<file path="config.mk">
export PLATFORM = sky130hd
export DESIGN_NAME = call_return_ctrl_flat
export DESIGN_NICKNAME = d
export VERILOG_FILES = /design/src/rtl/call_return_ctrl_pkg.sv /design/src/rtl/call_return_ctrl_if.sv /design/src/rtl/call_return_ctrl_stack_depth_ctr.sv /design/src/rtl/call_return_ctrl.sv /design/src/flat_wrapper.sv
export SDC_FILE = /design/constraint.sdc
export NUM_CORES = 1
export LEC_CHECK = 0
export CAP_MARGIN = 25
export CORE_UTILIZATION = 47
export CTS_CLUSTER_SIZE = 25
export DETAILED_ROUTE_END_ITERATION = 12
export PLACE_DENSITY = 0.82
export SLEW_MARGIN = 20
export SYNTH_ARGS = -nofsm -noshare
export SYNTH_HDL_FRONTEND = slang
export SYNTH_SLANG_ARGS = --single-unit
</file>
<file path="constraint.sdc">
create_clock -name clk -period 3.98 [get_ports clk]
set_input_delay 0.597 -clock clk [delete_from_list [all_inputs] [get_ports clk]]
set_output_delay 0.597 -clock clk [all_outputs]
set_load 0.05 [all_outputs]
</file>
<file path="src/rtl/call_return_ctrl_pkg.sv">
// Shared widths, vectors, FSM state encoding and request arbitration for the
// call/return sequencer.
package cpu_pkg;

    localparam int PC_W        = 9;
    localparam int FLAGS_W     = 4;
    localparam int STACK_DEPTH = 5;
    localparam int DEPTH_W     = $clog2(STACK_DEPTH + 1);

    localparam logic [PC_W-1:0] IRQ_VEC   = 9'h004;
    localparam logic [PC_W-1:0] UFLOW_VEC = 9'h000;

    typedef enum logic [1:0] {
        IDLE = 2'd0,
        PUSH = 2'd1,
        JUMP = 2'd2,
        POP  = 2'd3
    } state_t;

    typedef enum logic [2:0] {
        GNT_NONE = 3'd0,
        GNT_IRQ  = 3'd1,
        GNT_RETI = 3'd2,
        GNT_CALL = 3'd3,
        GNT_RET  = 3'd4
    } grant_t;

    // Fixed priority: an unmasked interrupt beats RETI, which beats CALL,
    // which beats RET.
    function automatic grant_t arbitrate(
        input logic irq,
        input logic reti,
        input logic call,
        input logic ret,
        input logic irq_masked
    );
        if (irq && !irq_masked) return GNT_IRQ;
        if (reti)               return GNT_RETI;
        if (call)               return GNT_CALL;
        if (ret)                return GNT_RET;
        return GNT_NONE;
    endfunction

endpackage

</file>
<file path="src/rtl/call_return_ctrl_if.sv">
// Request/ack, stack-side and PC/flags-reload signals of the call/return
// sequencer. The controller uses the slave modport.
interface call_return_ctrl_if #(
    parameter int PC_W    = cpu_pkg::PC_W,
    parameter int FLAGS_W = cpu_pkg::FLAGS_W,
    parameter int DEPTH_W = cpu_pkg::DEPTH_W
);
    logic               call_req;
    logic               ret_req;
    logic               reti_req;
    logic               irq_req;
    logic [PC_W-1:0]    call_target;
    logic [PC_W-1:0]    cur_pc;
    logic [FLAGS_W-1:0] cur_flags;

    logic               call_ack;
    logic               ret_ack;
    logic               reti_ack;
    logic               irq_ack;
    logic               busy;

    logic               stk_push_en;
    logic               stk_pop_en;
    logic [PC_W-1:0]    stk_in_pc;
    logic [FLAGS_W-1:0] stk_in_flags;
    logic [PC_W-1:0]    stk_out_pc;
    logic [FLAGS_W-1:0] stk_out_flags;

    logic               pc_load_en;
    logic [PC_W-1:0]    pc_load_val;
    logic               flags_load_en;
    logic [FLAGS_W-1:0] flags_load_val;

    logic               in_service;
    logic [DEPTH_W-1:0] depth;
    logic               ovf_err;
    logic               ufl_err;

    modport master (
        output call_req, ret_req, reti_req, irq_req,
        output call_target, cur_pc, cur_flags,
        output stk_out_pc, stk_out_flags,
        input  call_ack, ret_ack, reti_ack, irq_ack, busy,
        input  stk_push_en, stk_pop_en, stk_in_pc, stk_in_flags,
        input  pc_load_en, pc_load_val, flags_load_en, flags_load_val,
        input  in_service, depth, ovf_err, ufl_err
    );

    modport slave (
        input  call_req, ret_req, reti_req, irq_req,
        input  call_target, cur_pc, cur_flags,
        input  stk_out_pc, stk_out_flags,
        output call_ack, ret_ack, reti_ack, irq_ack, busy,
        output stk_push_en, stk_pop_en, stk_in_pc, stk_in_flags,
        output pc_load_en, pc_load_val, flags_load_en, flags_load_val,
        output in_service, depth, ovf_err, ufl_err
    );

endinterface

</file>
<file path="src/rtl/call_return_ctrl_stack_depth_ctr.sv">
// Saturating occupancy counter for the return stack with sticky overflow and
// underflow flags.
module stack_depth_ctr #(
    parameter int DEPTH = cpu_pkg::STACK_DEPTH,
    parameter int CNT_W = $clog2(DEPTH + 1)
) (
    input  logic             clk,
    input  logic             rst,
    input  logic             push,
    input  logic             pop,
    output logic [CNT_W-1:0] depth,
    output logic             empty,
    output logic             ovf,
    output logic             ufl
);

    // A push into a full stack still happens (oldest entry is dropped), so
    // the count saturates; an empty pop attempt only raises the flag.
    always_ff @(posedge clk) begin
        if (rst) begin
            depth <= '0;
            ovf   <= 1'b0;
            ufl   <= 1'b0;
        end else if (push) begin
            if (depth == CNT_W'(DEPTH)) begin
                ovf <= 1'b1;
            end else begin
                depth <= depth + CNT_W'(1);
            end
        end else if (pop) begin
            if (depth == '0) begin
                ufl <= 1'b1;
            end else begin
                depth <= depth - CNT_W'(1);
            end
        end
    end

    assign empty = (depth == '0);

endmodule

</file>
<file path="src/rtl/call_return_ctrl.sv">
// CALL/RET/IRQ/RETI sequencer: arbitrates requests in IDLE and issues ordered
// push/pop strobes and PC/flags reloads to the return stack and core.
module call_return_ctrl #(
    parameter int              PC_W      = cpu_pkg::PC_W,
    parameter int              FLAGS_W   = cpu_pkg::FLAGS_W,
    parameter int              DEPTH     = cpu_pkg::STACK_DEPTH,
    parameter logic [PC_W-1:0] IRQ_VEC   = cpu_pkg::IRQ_VEC,
    parameter logic [PC_W-1:0] UFLOW_VEC = cpu_pkg::UFLOW_VEC
) (
    input  logic               clk,
    input  logic               rst,
    call_return_ctrl_if.slave  bus
);
    import cpu_pkg::*;

    localparam int CNT_W = $clog2(DEPTH + 1);

    state_t             state;
    grant_t             gnt;
    logic               is_irq;
    logic               is_reti;
    logic               pop_try;
    logic [PC_W-1:0]    jump_tgt;

    logic               push_en_r;
    logic               pop_en_r;
    logic [PC_W-1:0]    in_pc_r;
    logic [FLAGS_W-1:0] in_flags_r;
    logic               pc_ld_r;
    logic [PC_W-1:0]    pc_val_r;
    logic               fl_ld_r;
    logic [FLAGS_W-1:0] fl_val_r;
    logic               in_svc_r;

    logic [CNT_W-1:0]   cnt;
    logic               empty;
    logic               ovf;
    logic               ufl;

    // Acks are the only outputs decoded from the inputs: they must pulse in
    // the same IDLE cycle in which the held request is accepted.
    always_comb begin
        gnt = GNT_NONE;
        if (state == IDLE && !rst) begin
            gnt = arbitrate(bus.irq_req, bus.reti_req, bus.call_req,
                            bus.ret_req, in_svc_r);
        end
    end

    assign bus.irq_ack  = (gnt == GNT_IRQ);
    assign bus.reti_ack = (gnt == GNT_RETI);
    assign bus.call_ack = (gnt == GNT_CALL);
    assign bus.ret_ack  = (gnt == GNT_RET);
    assign bus.busy     = (state != IDLE);

    always_ff @(posedge clk) begin
        if (gnt == GNT_IRQ) begin
            jump_tgt <= IRQ_VEC;
        end else if (gnt == GNT_CALL) begin
            jump_tgt <= bus.call_target;
        end
    end

    // Strobes are decided one edge ahead so each is a clean registered pulse
    // for exactly the PUSH, JUMP or POP cycle it belongs to. The stack top and
    // occupancy sampled at acceptance are what POP sees, since nothing moves
    // the stack while in IDLE.
    always_ff @(posedge clk) begin
        if (rst) begin
            state      <= IDLE;
            is_irq     <= 1'b0;
            is_reti    <= 1'b0;
            pop_try    <= 1'b0;
            push_en_r  <= 1'b0;
            pop_en_r   <= 1'b0;
            in_pc_r    <= '0;
            in_flags_r <= '0;
            pc_ld_r    <= 1'b0;
            pc_val_r   <= '0;
            fl_ld_r    <= 1'b0;
            fl_val_r   <= '0;
            in_svc_r   <= 1'b0;
        end else begin
            push_en_r <= 1'b0;
            pop_en_r  <= 1'b0;
            pop_try   <= 1'b0;
            pc_ld_r   <= 1'b0;
            fl_ld_r   <= 1'b0;
            case (state)
                IDLE: begin
                    case (gnt)
                        GNT_IRQ, GNT_CALL: begin
                            state      <= PUSH;
                            push_en_r  <= 1'b1;
                            is_irq     <= (gnt == GNT_IRQ);
                            in_pc_r    <= (gnt == GNT_IRQ) ? bus.cur_pc
                                                           : bus.cur_pc + PC_W'(1);
                            in_flags_r <= bus.cur_flags;
                        end
                        GNT_RETI, GNT_RET: begin
                            state    <= POP;
                            pop_try  <= 1'b1;
                            pop_en_r <= !empty;
                            pc_ld_r  <= 1'b1;
                            pc_val_r <= empty ? UFLOW_VEC : bus.stk_out_pc;
                            fl_ld_r  <= (gnt == GNT_RETI) && !empty;
                            fl_val_r <= bus.stk_out_flags;
                            is_reti  <= (gnt == GNT_RETI);
                        end
                        default: ;
                    endcase
                end
                PUSH: begin
                    state    <= JUMP;
                    pc_ld_r  <= 1'b1;
                    pc_val_r <= jump_tgt;
                    if (is_irq) begin
                        in_svc_r <= 1'b1;
                    end
                end
                JUMP: begin
                    state <= IDLE;
                end
                POP: begin
                    state <= IDLE;
                    if (is_reti) begin
                        in_svc_r <= 1'b0;
                    end
                end
                default: state <= IDLE;
            endcase
        end
    end

    stack_depth_ctr #(
        .DEPTH (DEPTH),
        .CNT_W (CNT_W)
    ) u_depth (
        .clk   (clk),
        .rst   (rst),
        .push  (push_en_r),
        .pop   (pop_try),
        .depth (cnt),
        .empty (empty),
        .ovf   (ovf),
        .ufl   (ufl)
    );

    assign bus.stk_push_en    = push_en_r;
    assign bus.stk_pop_en     = pop_en_r;
    assign bus.stk_in_pc      = in_pc_r;
    assign bus.stk_in_flags   = in_flags_r;
    assign bus.pc_load_en     = pc_ld_r;
    assign bus.pc_load_val    = pc_val_r;
    assign bus.flags_load_en  = fl_ld_r;
    assign bus.flags_load_val = fl_val_r;
    assign bus.in_service     = in_svc_r;
    assign bus.depth          = cnt;
    assign bus.ovf_err        = ovf;
    assign bus.ufl_err        = ufl;

endmodule

</file>
<file path="src/flat_wrapper.sv">
// flat-port wrapper written by rule: the top's interface ports become plain ports
module call_return_ctrl_flat import cpu_pkg::*;
#(
    parameter int              PC_W      = cpu_pkg::PC_W,
    parameter int              FLAGS_W   = cpu_pkg::FLAGS_W,
    parameter int              DEPTH     = cpu_pkg::STACK_DEPTH,
    parameter logic [PC_W-1:0] IRQ_VEC   = cpu_pkg::IRQ_VEC,
    parameter logic [PC_W-1:0] UFLOW_VEC = cpu_pkg::UFLOW_VEC
)
  (clk, rst, bus_call_req, bus_ret_req, bus_reti_req, bus_irq_req, bus_call_target, bus_cur_pc, bus_cur_flags, bus_stk_out_pc, bus_stk_out_flags, bus_call_ack, bus_ret_ack, bus_reti_ack, bus_irq_ack, bus_busy, bus_stk_push_en, bus_stk_pop_en, bus_stk_in_pc, bus_stk_in_flags, bus_pc_load_en, bus_pc_load_val, bus_flags_load_en, bus_flags_load_val, bus_in_service, bus_depth, bus_ovf_err, bus_ufl_err);
  call_return_ctrl_if #(.PC_W(PC_W), .FLAGS_W(FLAGS_W)) bus_i ();
  input  logic clk;
  input  logic rst;
  input wire logic [$bits(bus_i.call_req)-1:0] bus_call_req;
  input wire logic [$bits(bus_i.ret_req)-1:0] bus_ret_req;
  input wire logic [$bits(bus_i.reti_req)-1:0] bus_reti_req;
  input wire logic [$bits(bus_i.irq_req)-1:0] bus_irq_req;
  input wire logic [$bits(bus_i.call_target)-1:0] bus_call_target;
  input wire logic [$bits(bus_i.cur_pc)-1:0] bus_cur_pc;
  input wire logic [$bits(bus_i.cur_flags)-1:0] bus_cur_flags;
  input wire logic [$bits(bus_i.stk_out_pc)-1:0] bus_stk_out_pc;
  input wire logic [$bits(bus_i.stk_out_flags)-1:0] bus_stk_out_flags;
  output wire logic [$bits(bus_i.call_ack)-1:0] bus_call_ack;
  output wire logic [$bits(bus_i.ret_ack)-1:0] bus_ret_ack;
  output wire logic [$bits(bus_i.reti_ack)-1:0] bus_reti_ack;
  output wire logic [$bits(bus_i.irq_ack)-1:0] bus_irq_ack;
  output wire logic [$bits(bus_i.busy)-1:0] bus_busy;
  output wire logic [$bits(bus_i.stk_push_en)-1:0] bus_stk_push_en;
  output wire logic [$bits(bus_i.stk_pop_en)-1:0] bus_stk_pop_en;
  output wire logic [$bits(bus_i.stk_in_pc)-1:0] bus_stk_in_pc;
  output wire logic [$bits(bus_i.stk_in_flags)-1:0] bus_stk_in_flags;
  output wire logic [$bits(bus_i.pc_load_en)-1:0] bus_pc_load_en;
  output wire logic [$bits(bus_i.pc_load_val)-1:0] bus_pc_load_val;
  output wire logic [$bits(bus_i.flags_load_en)-1:0] bus_flags_load_en;
  output wire logic [$bits(bus_i.flags_load_val)-1:0] bus_flags_load_val;
  output wire logic [$bits(bus_i.in_service)-1:0] bus_in_service;
  output wire logic [$bits(bus_i.depth)-1:0] bus_depth;
  output wire logic [$bits(bus_i.ovf_err)-1:0] bus_ovf_err;
  output wire logic [$bits(bus_i.ufl_err)-1:0] bus_ufl_err;
  assign bus_i.call_req = bus_call_req;
  assign bus_i.ret_req = bus_ret_req;
  assign bus_i.reti_req = bus_reti_req;
  assign bus_i.irq_req = bus_irq_req;
  assign bus_i.call_target = bus_call_target;
  assign bus_i.cur_pc = bus_cur_pc;
  assign bus_i.cur_flags = bus_cur_flags;
  assign bus_i.stk_out_pc = bus_stk_out_pc;
  assign bus_i.stk_out_flags = bus_stk_out_flags;
  assign bus_call_ack = bus_i.call_ack;
  assign bus_ret_ack = bus_i.ret_ack;
  assign bus_reti_ack = bus_i.reti_ack;
  assign bus_irq_ack = bus_i.irq_ack;
  assign bus_busy = bus_i.busy;
  assign bus_stk_push_en = bus_i.stk_push_en;
  assign bus_stk_pop_en = bus_i.stk_pop_en;
  assign bus_stk_in_pc = bus_i.stk_in_pc;
  assign bus_stk_in_flags = bus_i.stk_in_flags;
  assign bus_pc_load_en = bus_i.pc_load_en;
  assign bus_pc_load_val = bus_i.pc_load_val;
  assign bus_flags_load_en = bus_i.flags_load_en;
  assign bus_flags_load_val = bus_i.flags_load_val;
  assign bus_in_service = bus_i.in_service;
  assign bus_depth = bus_i.depth;
  assign bus_ovf_err = bus_i.ovf_err;
  assign bus_ufl_err = bus_i.ufl_err;
  call_return_ctrl #(.PC_W(PC_W), .FLAGS_W(FLAGS_W), .DEPTH(DEPTH), .IRQ_VEC(IRQ_VEC), .UFLOW_VEC(UFLOW_VEC)) u_core (.clk(clk), .rst(rst), .bus(bus_i));
endmodule
</file>
# After elaboration in Yosys (flattened, before gate mapping)
# Index checks and enable logic that the tools add are counted.
# word_totals
register_bits	50
latch_bits	0
ramBits	0
mem_bits_ro	0
inputBits	41
mem_count	0
# op_classes
n_addsub	3
mul	0
div	0
magnitude_cmp	0
eq_ne	14
shifts	0
muxes	39
bitwise_logic	3
reduce_logical	24
# op_table
cell	count
3-bit two-way mux	13
9-bit two-way mux	3
1-bit two-way mux	18
9-bit one-hot mux with 2 select lines	1
9-bit by 1-bit adder with 9-bit output (second input constant)	1
3-bit AND reduction	3
2-bit AND reduction	4
2-bit nonzero test	4
2-bit OR reduction	4
3-bit by 2-bit equality test with 1-bit output (second input constant)	2
3-bit equality test (second input constant)	2
2-bit by 1-bit inequality test with 1-bit output (second input constant)	3
2-bit one-hot mux with 3 select lines	1
2-bit equality test (second input constant)	2
2-bit inequality test (second input constant)	2
1-bit one-hot mux with 2 select lines	2
2-bit one-hot mux with 2 select lines	1
3-bit by 1-bit adder with 3-bit output (second input constant)	1
3-bit by 1-bit equality test with 1-bit output (second input constant)	1
1-bit logical AND	3
1-bit logical NOT	3
3-bit logical NOT	1
3-bit inequality test (second input constant)	1
1-bit inverter	3
other kinds (4)	4

# Longest topological paths before layout
# Gate-level depths: netlist of the first run.
# depth
ltp_word	22
mapped_depth	6

# Modules after synthesis
# A second synthesis of the first run with hierarchy kept.
# hier_totals
cells_unflattened	238
hier_area_um2	2172.1
# modules_own_cells
module	n_inst	cells_each	area_per_inst_um2
call_return_ctrl	1	204	1893.1
stack_depth_ctr	1	34	279.0

# Least setup slack after synthesis of the first run
# No wires, ideal clock.
# synth_timing
path_kind	register to output
from	register u_core.in_svc_r, in the netlist u_core.bus.in_service
to	output port bus_call_ack
arrival_time_ns	1.584
required_ns	3.383
slack_ns	1.799
path_stages_with_launch	6
n_path_buf	2
cell_sequence	dfxtp_1 -> nand2b_1 -> buf_2 -> nand3_1 -> buf_2 -> inv_1
# synth_between
elab_chain_cells	7
# synth_rtl
item	line_no	rtl
start: declaration	call_return_ctrl.sv:33	logic in_svc_r;
start signal: assignment	call_return_ctrl.sv:82	in_svc_r <= 1'b0;
start signal: assignment	call_return_ctrl.sv:118	in_svc_r <= 1'b1;
start signal: assignment	call_return_ctrl.sv:127	in_svc_r <= 1'b0;
1-bit logical NOT	call_return_ctrl_pkg.sv:37	if (irq && !irq_masked) return GNT_IRQ;
1-bit logical AND	call_return_ctrl_pkg.sv:37	
1-bit two-way mux	call_return_ctrl_pkg.sv:37	
1-bit two-way mux	call_return_ctrl.sv:44	if (state == IDLE && !rst) begin
3-bit two-way mux	call_return_ctrl_pkg.sv:38	if (reti) return GNT_RETI;
3-bit two-way mux	call_return_ctrl.sv:44	
3-bit by 2-bit equality test with 1-bit output	call_return_ctrl.sv:52	assign bus.call_ack = (gnt == GNT_CALL);
end: declaration	flat_wrapper.sv:23	output wire logic [$bits(bus_i.call_ack)-1:0] bus_call_ack;
# Every way passes these cells. The select of a mux whose other input is x is not followed.

# Worst setup path in the final report of the first run
# layout_timing
from	input port rst
to	output port bus_reti_ack
# layout_between
elab_chain_cells	4
# layout_rtl
item	line_no	rtl
start: declaration	flat_wrapper.sv:13	input logic rst;
1-bit logical NOT	call_return_ctrl.sv:44	
1-bit logical AND	call_return_ctrl.sv:44	
3-bit two-way mux	call_return_ctrl.sv:44	
3-bit by 2-bit equality test with 1-bit output	call_return_ctrl.sv:51	assign bus.reti_ack = (gnt == GNT_RETI);
end: declaration	flat_wrapper.sv:25	output wire logic [$bits(bus_i.reti_ack)-1:0] bus_reti_ack;
# Every way passes these cells.

==> results.cfg, run 1 <==
[synth]
synth.net_count = 279
synthXorXnorAreaFrac_pct = 2.465
ys_types = 42
ys.flop_type = dfxtp_1
synthSimpleGateAreaFrac_pct = 18.19
muxShareOfSynthArea_pct = 4.695
synth_area_leaders = dfxtp_1 (47%), nand3_1 (4.9%), mux2i_1 (4.7%)
syn-cell-area_um2 = 2132
synth.avg_cell_area_um2 = 9.034
seq_area_frac_synth_pct = 46.95
ys_async_sr_fraction_pct = 0
synth_compound_area_share_pct = 21.42
synth_cells = 236
synth_edf_count = 0
synth_top_area_cell = dfxtp_1
synth_top_family_by_area = compound AO/OA/AOI/OAI gates
synth.top_cell.area_share_pct = 46.95
synth.yosys.warnings = 0
synth_adder_area_share_pct = 1.526
ys_seq_elements = 50

[die]
start_util_pct = 48.97
die_h_um = 69.35
ioPinCount = 82
dieArea_um2 = 4809
die_x_um = 69.35
core_um2 = 4354
num_rows = 24

[power]
powerDensity_nw_per_um2 = 539.7
vdd_drop_max_uv = 314.1
p_leak_nw = 1.264

[drt]
routed-wl-met2_um = 2473
top_layer_used = met4
via_count = 2008
wl_um = 5200
wl_met1_um = 2435
avgViaCountPerCell = 5.457
drtIter0Drc = 149
drtPass1Iterations = 4
ant_nets = 0
wl_per_cell_um = 14.13
met3_length_um = 243
drc = 0

[clock_tree]
clock_latency_ns = 0.30
post_cts_buffers = 0
numClockSinks = 50
root_buffer = clkbuf_8
cts.clk_slew.worst_paths_ns = 0.09
h-tree-depth = 2
clock_path_buffers = 2
cts.repair.resized = 0
cts_buffers = 5
cts_tree = done
cts_hold_buf = 0

[layout]
postLayoutCellArea_um2 = 3084
layout_common_cells = clkdlybuf4s50_1 (80), dfxtp_1 (50), nand3_1 (21)
final_nets = 358
multiInputGateArea_um2 = 1030
area_delta_synth_final_pct = 44.66
n_fill_cell = 350
seqCellArea_um2 = 1001
layout-drive-gt1-share_pct = 6.962
utilization_pct = 70.83
insertedDiodeCount = 0
final_common_cell = clkdlybuf4s50_1

[setup_path]
r2r_slack_ns = 1.97
crit_required_ns = 3.38
path_class = in2out
crit_arrival_ns = 2.63
crit_path_start_kind = primary input
path_max_fanout = 12
worstSetupEndpointType = output port

[sta]
setup_viol = 0
maxClockFrequency_mhz = 310.3
finalHoldViolCount = 0
fin_crit_ns = 3.222
whs_ns = 0.4670
final.setup.tns_ns = 0
rsz0062_at_grt = no
slew_headroom_pct = 31.09
min_period_over_period_pct = 80.97
finClkSkew_ns = 0.009120
report.final.slew_viol_count = 0
worst_slew_pin_slew_ns = 1.029

[worst_hold_path]
hold_class = reg2reg

[status]
outcome = completed

[grt]
grt_usage_pct = 22.16
grt_pass1_wl_um = 8631
grt_pass1_vias = 1856
antenna_found_initial = 0
grt_overflow = 0
grt_max_degree = 27

[flow_run]
drv_cap = 0

[place]
gp_congestion = 0.8032
io_buffers = 81
placed_area_um2 = 2972
place.detailed.hpwl_um = 3692
-- routing by layer --
layer	global-route usage (%)	vias to the layer above
li1	-	1003
met1	29.63	940
met2	35.49	60
met3	6.105	5
met4	5.442	0
met5	0	-
-- report_power, final --
part | internal [W] | leakage (nW) | switching [W] | total (W)
Sequential | 0.000591 | 0.411 | 0.0000722 | 0.000663
Clock | 0.000189 | 0.0585 | 0.000173 | 0.000362
Combinational | 0.000234 | 0.795 | 0.000406 | 0.000640
-- kinds of logic (layout without fill, tap and decap cells) --
logic type,count (synthesis),after routing
AO/OA/AOI/OAI,69,69
adder cells (fa/ha/maj),2,2
XOR/XNOR,6,6
buffers and inverters,24,104
flip-flops,50,50
multiplexers,10,10
AND/OR/NAND/NOR,75,75
-- synth_stat cells (all sizes together) (5+ instances only) --
| master | n |
|---|---|
| a211oi | 5 |
| a21oi | 14 |
| buf | 6 |
| clkbuf | 6 |
| dfxtp | 50 |
| inv | 12 |
| mux2i | 10 |
| nand2 | 14 |
| nand3 | 21 |
| nor2 | 20 |
| o211ai | 5 |
| o21ai | 24 |
| o2bb2ai | 9 |
| xor2 | 6 |
-- state kept, by name (all words and copies together) (netlist names) --
signal	count
u_core.bus.pc_load_en	1
u_core.bus.stk_push_en	1
u_core.bus.flags_load_en	1
u_core.u_depth.depth	3
u_core.bus.stk_in_flags	4
u_core.is_irq	1
u_core.bus.flags_load_val	4
u_core.bus.pc_load_val	9
u_core.u_depth.ovf	1
u_core.bus.stk_pop_en	1
u_core.pop_try	1
u_core.bus.in_service	1
u_core.jump_tgt	9
u_core.u_depth.ufl	1
u_core.state	2
u_core.is_reti	1
u_core.bus.stk_in_pc	9
-- layout make-up --
| class | instances | share of cell area, % |
|---|---|---|
| Inverter | 12 | 1.460 |
| Sequential cell | 50 | 32.45 |
| Timing Repair Buffer | 84 | 26.94 |
| Tap cell | 52 | 2.110 |
| Clock buffer | 5 | 2.231 |
| Clock inverter | 3 | 1.420 |
| Multi-Input combinational cell | 162 | 33.39 |
-- worst max-delay path, cell delays in order --
cell and delay [ns]:
clkdlybuf4s50_1 0.67, nor3_4 0.31, nand3_1 0.17, inv_1 0.08, clkdlybuf4s50_1 0.79
-- worst paths after layout --
path	from	endpoint	cells after the start
max	rst	bus_reti_ack	5
min	u_core.bus.stk_in_flags[1]$_SDFFE_PP0P_	u_core.bus.stk_in_flags[1]$_SDFFE_PP0P_	2
max reg2reg	u_core.state[0]$_SDFFE_PP0P_	u_core.bus.pc_load_val[5]$_SDFFE_PP0P_	4
min reg2reg	u_core.bus.stk_in_flags[1]$_SDFFE_PP0P_	u_core.bus.stk_in_flags[1]$_SDFFE_PP0P_	2
-- per-stage QoR --
stage | setup WS, ns | power (W) | cells
6_report | 0.7576 | 0.001664 | 368
3_5_place_dp | 0.7945 | 0.001311 | 360
2_1_floorplan | 1.799 | 0.001091 | 236
4_1_cts | 0.7909 | 0.001671 | 368
5_1_grt | 0.6397 | 0.001749 | 368
3_3_place_gp | 0.8292 | 0.001303 | 360
(Power assumes the default switching activity.)
==> inputs of run 2 (changes only) <==
--- a/config.mk
+++ b/config.mk
@@ -6,10 +6,10 @@
 export NUM_CORES = 1
 export LEC_CHECK = 0
 export CAP_MARGIN = 25
-export CORE_UTILIZATION = 47
+export CORE_UTILIZATION = 43
 export CTS_CLUSTER_SIZE = 25
 export DETAILED_ROUTE_END_ITERATION = 12
-export PLACE_DENSITY = 0.82
+export PLACE_DENSITY = 0.76
 export SLEW_MARGIN = 20
 export SYNTH_ARGS = -nofsm -noshare
 export SYNTH_HDL_FRONTEND = slang
==> constraint.sdc (replaced) <==
create_clock -name clk -period 3.3 [get_ports clk]
set_input_delay 0.495 -clock clk [delete_from_list [all_inputs] [get_ports clk]]
set_output_delay 0.495 -clock clk [all_outputs]
set_load 0.05 [all_outputs]
==> results.cfg, run 2 (same netlist as run 1, synthesis figures left out) <==
[status]
outcome = completed

[die]
die_x_um = 72.42
ioPinCount = 82
start_util_pct = 44.84
core_um2 = 4755
num_rows = 25
dieArea_um2 = 5244
die_h_um = 72.42

[grt]
grt_max_degree = 27
grt_overflow = 0
grt_usage_pct = 21.63
grt_pass1_vias = 1926
antenna_found_initial = 0
grt_pass1_wl_um = 8852

[drt]
avgViaCountPerCell = 5.221
drc = 0
ant_nets = 0
wl_per_cell_um = 14.07
via_count = 2005
drtPass1Iterations = 4
wl_um = 5403
drtIter0Drc = 126

[sta]
final.setup.tns_ns = 0
worst_slew_pin_slew_ns = 0.9817
rsz0062_at_grt = no
slew_headroom_pct = 34.27
min_period_over_period_pct = 76.61
setup_viol = 0
fin_crit_ns = 2.528
finalHoldViolCount = 0
setup_slack_ns = 0.7720
finClkSkew_ns = 0.006480
maxClockFrequency_mhz = 395.6
report.final.slew_viol_count = 0

[clock_tree]
cts_buffers = 5
cts_tree = done
h-tree-depth = 2
post_cts_buffers = 0
root_buffer = clkbuf_8
cts_hold_buf = 0
cts.clk_slew.worst_paths_ns = 0.08
numClockSinks = 50
cts.repair.resized = 0
clock_path_buffers = 2
clock_latency_ns = 0.30

[power]
finalPower_w = 0.002006
vdd_drop_max_uv = 287.1
powerDensity_nw_per_um2 = 642.1
p_leak_nw = 1.280

[place]
gp_congestion = 0.8745
place.detailed.hpwl_um = 3911
dp_slack_ns = 0.7597
placed_area_um2 = 3015
io_buffers = 81

[layout]
area_delta_synth_final_pct = 46.54
layout_common_cells = clkdlybuf4s50_1 (77), dfxtp_1 (50), nand3_1 (21)
insertedDiodeCount = 0
final_nets = 359
multiInputGateArea_um2 = 1030
layout-drive-gt1-share_pct = 8.202
postLayoutCellArea_um2 = 3124
utilization_pct = 65.71
seqCellArea_um2 = 1001
n_fill_cell = 418
final_common_cell = clkdlybuf4s50_1

[setup_path]
crit_path_start_kind = flop
path_class = reg2out
crit_required_ns = 2.80
crit_arrival_ns = 2.03
worstSetupEndpointType = output port
path_max_fanout = 12

[flow_run]
drv_cap = 0

[worst_hold_path]
hold_class = reg2reg
[run 2: changes by cell type in the layout (fill, tap and decap cells not counted)]
cell	change
buf_4	+2
clkinv_2	+1
inv_6	-1
buf_12	+2
clkdlybuf4s50_1	-3
[run 2: layout make-up]
class,count,area share [%]
Inverter,12,1.442
Clock inverter,3,1.282
Multi-Input combinational cell,162,32.96
Sequential cell,50,32.04
Clock buffer,5,2.203
Timing Repair Buffer,85,27.39
Tap cell,67,2.683
[run 2: report_power, final]
| group | internal [W] | switching (W) |
|---|---|---|
| clock network | 0.000223 | 0.000200 |
| registers | 0.000713 | 0.0000926 |
| logic | 0.000287 | 0.000490 |
[run 2: critical path: stages, from the launching register on]
cell,delay [ns]
dfxtp_1,0.70
nor2_1,0.16
inv_1,0.08
clkdlybuf4s50_1,0.80
[run 2: final timing paths]
path                                                start                                      end  slack (ns)  depth (start not counted)
setup / recovery             u_core.state[0]$_SDFFE_PP0P_                                 bus_busy        0.77                          3
hold / removal    u_core.bus.stk_in_flags[3]$_SDFFE_PP0P_  u_core.bus.stk_in_flags[3]$_SDFFE_PP0P_        0.46                          2
setup reg to reg             u_core.state[0]$_SDFFE_PP0P_   u_core.bus.pc_load_val[4]$_SDFFE_PP0P_        1.31                          4
hold reg to reg   u_core.bus.stk_in_flags[3]$_SDFFE_PP0P_  u_core.bus.stk_in_flags[3]$_SDFFE_PP0P_        0.46                          2
[run 2: per-layer routing]
layer | vias up | GRT usage, % | wire length, µm
li1 | 1003 | - | -
met1 | 919 | 28.30 | 2433
met2 | 72 | 35.62 | 2585
met3 | 11 | 4.167 | 285
met4 | 0 | 7.625 | 98
met5 | - | 0 | 0
[run 2: metrics by stage]
stage | cells | hold WS (ns)
finish | 384 | 0.4608
global route | 384 | 0.4819
CTS | 384 | 0.4606
detailed placement | 376 | 0.4473
global placement | 376 | 0.4549
floorplan | 236 | 0.4366
